[src/rtl/serial_byte_feeder.sv]
// serial_byte_feeder: FIFO-buffered byte to LSB-first serial bit stream with first-bit strobe
module serial_byte_feeder #(
  parameter int DEPTH = 4
) (
  input  logic                     clk,
  input  logic                     rst,
  input  logic [7:0]               in_data,
  input  logic                     in_valid,
  output logic                     in_ready,
  output logic                     bit_o,
  output logic                     next_byte_o,
  output logic [2:0]               bit_count_o,
  output logic                     busy_o,
  output logic [$clog2(DEPTH):0]   level_o
);
  localparam int AW = $clog2(DEPTH);
  localparam logic [AW:0] FULL = (AW+1)'(DEPTH);
  typedef enum logic {IDLE, SHIFT} state_t;
  state_t state;
  logic [7:0] mem [DEPTH];
  logic [AW-1:0] wr_ptr, rd_ptr;
  logic [7:0] shreg;
  logic push, load;
  assign in_ready = level_o != FULL;
  assign push = in_valid && in_ready;
  assign load = level_o != '0 && (state == IDLE || bit_count_o == 3'd7);
  always_ff @(posedge clk)
    if (push) mem[wr_ptr] <= in_data;
  always_ff @(posedge clk) begin
    if (rst) begin
      state       <= IDLE;
      wr_ptr      <= '0;
      rd_ptr      <= '0;
      level_o     <= '0;
      shreg       <= '0;
      bit_o       <= 1'b0;
      next_byte_o <= 1'b0;
      bit_count_o <= '0;
      busy_o      <= 1'b0;
    end else begin
      if (push) wr_ptr <= wr_ptr + AW'(1);
      if (load) rd_ptr <= rd_ptr + AW'(1);
      level_o <= level_o + (AW+1)'(push) - (AW+1)'(load);
      if (load) begin
        state       <= SHIFT;
        shreg       <= mem[rd_ptr];
        bit_o       <= mem[rd_ptr][0];
        next_byte_o <= 1'b1;
        bit_count_o <= '0;
        busy_o      <= 1'b1;
      end else if (state == SHIFT && bit_count_o != 3'd7) begin
        shreg       <= shreg >> 1;
        bit_o       <= shreg[1];
        next_byte_o <= 1'b0;
        bit_count_o <= bit_count_o + 3'd1;
      end else begin
        state       <= IDLE;
        bit_o       <= 1'b0;
        next_byte_o <= 1'b0;
        bit_count_o <= '0;
        busy_o      <= 1'b0;
      end
    end
  end
endmodule

[config.mk]
export PLATFORM = sky130hd
export DESIGN_NAME = serial_byte_feeder
export DESIGN_NICKNAME = d
export VERILOG_FILES = /design/src/rtl/serial_byte_feeder.sv
export SDC_FILE = /design/constraint.sdc
export NUM_CORES = 1
export LEC_CHECK = 0
export BUFFER_PORTS_ARGS = -buffer_cell sky130_fd_sc_hd__buf_2
export CORE_MARGIN = 2
export CORE_UTILIZATION = 62
export DETAILED_ROUTE_END_ITERATION = 8
export GPL_ROUTABILITY_DRIVEN = 0
export PLACE_DENSITY = 0.8
export SLEW_MARGIN = 20
export SYNTH_ARGS = -nofsm -noshare
export SYNTH_HDL_FRONTEND = slang
export SYNTH_SLANG_ARGS = --single-unit
[constraint.sdc]
create_clock -name clk -period 4 [get_ports clk]
set_input_delay 0.8 -clock clk [delete_from_list [all_inputs] [get_ports clk]]
set_output_delay 0.8 -clock clk [all_outputs]
set_load 0.01 [all_outputs]
==> impl_metrics.tcl <==
set metrics [dict create \
    start_util_pct 64.6 \
    top_usage_layer "met2" \
    grt_pass1_wl_mm 5.64 \
    post-route-min-period_ps 2880 \
    h-tree-depth 2 \
    avgSynthCellArea_sq_um 14.4 \
    combinationalPowerShare_pct 29.5 \
    grtUsageMet3_pct 4.50 \
    max_stage_delay_ps 550 \
    yosysMostFrequentCell "edfxtp_1" \
    fin_util_pct 69.2 \
    tightest_slew_ps 695 \
    ys_dominant_reg_cell "edfxtp_1" \
    cts_buffers 5 \
    drt-initial-drc-count 106 \
    switching_power_mw 0.443 \
    cap_violations 0 \
    synth.area.top_cells "edfxtp_1 45%, dfxtp_1 20%, mux4_2 8.4%" \
    netlist.area_leader.share_pct 44.6 \
    final_max_slew_viol_count 0 \
    ys_seq_area_share_pct 65.0 \
    slew_headroom_pct 53.6 \
    cp.required_ps 4260 \
    grt.total_usage_pct 19.1 \
    dr.pass1.iters 4 \
    swShare_pct 31.3 \
    dpl.hpwl_mm 2.33 \
    hold_class "register to register" \
    tns_ps 0 \
    cp_common_cell "ha_1" \
    ctsResizeCount 0 \
    finalCritPeriodShare_pct 71.9 \
    rows 21 \
    max_freq_ghz 0.347 \
    antenna_cells 0 \
    vias 1192 \
    routed_wl_mm 3.30 \
    hold_ws_ps 466 \
    place.port_buffers 20 \
    power_density_nw_per_um2 613 \
    ir_worst_vdd_mv 0.262 \
    die_y_microns 63.0 \
    post_cts_buffers 0 \
    postCtsHoldBufs 0 \
    clk_path_buf_depth 2 \
    p_leak_nw 0.868 \
    grt_overflow 0 \
    final_nets 188 \
    setup_violations 0 \
    hold_viol_final 0 \
    multi_input_area_sq_um 661 \
    crit_chain "ha_1 -> ha_1 -> nor2b_1 -> nor2_1 -> ha_1 -> inv_1 -> ha_1 -> fa_1 -> xnor2_1 -> xnor2_1 -> nor2_1" \
    end_kind "register" \
    outcome "finished, final reports clean" \
    final-seq-area_sq_um 1400 \
    cp-start-kind "register" \
    grt_max_degree 23 \
    cts-root-buf "clkbuf_4" \
    synth_cell_types 30 \
    first_global_vias 1269 \
    synth_fp_nets 170 \
    async_flop_share_pct 0 \
    ios 21 \
    synth_edf_count 32 \
    grt.met1_usage_pct 22.4 \
    netlist_area_sq_um 2160 \
    drc 0 \
    cp_max_fo 12 \
    p_int_mw 0.972 \
    areaGrowthSynthToFinish_pct 7.08 \
    yosysTopAreaCell "edfxtp_1" \
    post-place-ws_ps 1100 \
    clock_latency_ps 370 \
    cts.reportedPaths.clkPinSlew_ps 130 \
    final_layout_size_suffix_gt1_share_pct 21.3 \
    cp.arrival_ps 3140 \
    skew_ps 11.3 \
    vias_per_cell 5.54 \
    wl_per_cell_microns 15.4 \
    yosys_warnings 0 \
    seqPwrFrac_pct 53.9 \
    slowest_stage "nor2b_1" \
    die_area_sq_um 3960 \
    postLayoutSetupSlackWorst_ps 1120 \
    fillers 254 \
    path_class "register to register" \
    antenna_left 0 \
    antenna_found_initial 0 \
    ys_seq_elements 54 \
    cts.sinks 54 \
    core_area_sq_um 3340 \
    clkPwrFrac_pct 16.5 \
    synthCells 150 \
    die_x_microns 63.0 \
    tritoncts "built" \
    use_met2_pct 33.2 \
    netlist_top_cells_count "32 x edfxtp_1, 22 x dfxtp_1, 12 x a21oi_1" \
    rsz0062_at_grt "false" \
]
==> layout make-up <==
cell class	instances	area share, %
well taps	46	2.49
clock buffers	8	2.55
repair buffers	21	4.66
inverters	6	0.976
multi-input cells	80	28.6
flip-flops and latches	54	60.7
==> metrics by stage <==
step | area (sq um) | power (mW) | instances
finish | 2310 | 1.42 | 215
global route | 2310 | 1.51 | 215
CTS | 2310 | 1.43 | 215
detailed placement | 2250 | 1.20 | 207
global placement | 2250 | 1.17 | 207
floorplan | 2160 | 1.11 | 150
==> kinds of logic (layout without fill, tap and decap cells) <==
logic type / count (synthesis) / count (layout) / share of synthesized area [%]
adder cells (fa/ha/maj): 9 / 9 / 5.57
multiplexers: 8 / 8 / 8.36
AO/OA/AOI/OAI: 24 / 24 / 7.31
XOR/XNOR: 2 / 2 / 0.813
AND/OR/NAND/NOR: 37 / 37 / 8.59
flip-flops: 54 / 54 / 65.0
buffers and inverters: 16 / 35 / 4.35
==> per-layer routing <==
metal / vias to the layer above / share of wire [%]
li1: 586 / -
met1: 571 / 41
met3: 8 / 3.7
met4: 0 / 2.3
met5: - / 0
met2: 27 / 53
==> sequential cells by signal (all words and copies together) (netlist names), named ones only <==
| name | flops |
|---|---|
| next_byte_o | 1 |
| shreg | 7 |
| mem | 32 |
| bit_count_o | 3 |
| wr_ptr | 2 |
| bit_o | 1 |
| state | 1 |
| rd_ptr | 2 |
| level_o | 3 |
==> critical path, delay by kind of cell, from the launching register on <==
kind	cells	cell delay [ps]
XOR/XNOR	2	340
adder cells (fa/ha/maj)	5	1300
buffers and inverters	1	40
flip-flops	1	350
AND/OR/NAND/NOR	3	750
==> final timing paths <==
| path | slack [ps] | to | startpoint | cells after the start |
|---|---|---|---|---|
| max | 1120 | level_o[2] | bit_count_o[0] | 11 |
| min | 470 | bit_count_o[0] | bit_count_o[0] | 1 |
| max reg2reg | 1120 | level_o[2] | bit_count_o[0] | 11 |
| min reg2reg | 470 | bit_count_o[0] | bit_count_o[0] | 1 |
==> layout by cell type (no fill, tap or decap), drive strengths merged <==
| cell | instances |
|---|---|
| inv | 6 |
| o21ai | 1 |
| clkbuf | 8 |
| nor2b | 3 |
| a21o | 2 |
| or3b | 1 |
| ha | 8 |
| mux4 | 8 |
| a31o | 1 |
| nand2 | 8 |
| fa | 1 |
| nor3 | 4 |
| nand2b | 1 |
| buf | 21 |
| dfxtp | 22 |
| edfxtp | 32 |
| a22o | 1 |
| xnor2 | 2 |
| a211oi | 6 |
| and3 | 4 |
| nor3b | 2 |
| nand3 | 3 |
| or3 | 2 |
| nor2 | 9 |
| a311oi | 1 |
| a21oi | 12 |
==> power groups by stage <==
stage	sequential, mW	combinational, mW	clock [mW]
after CTS	0.766	0.424	0.244
after global placement	0.772	0.402	0
final	0.763	0.418	0.234
after floorplan	0.750	0.360	0
after global routing	0.778	0.467	0.265
after detailed placement	0.779	0.423	0
Power figures use the tool's default switching activity.
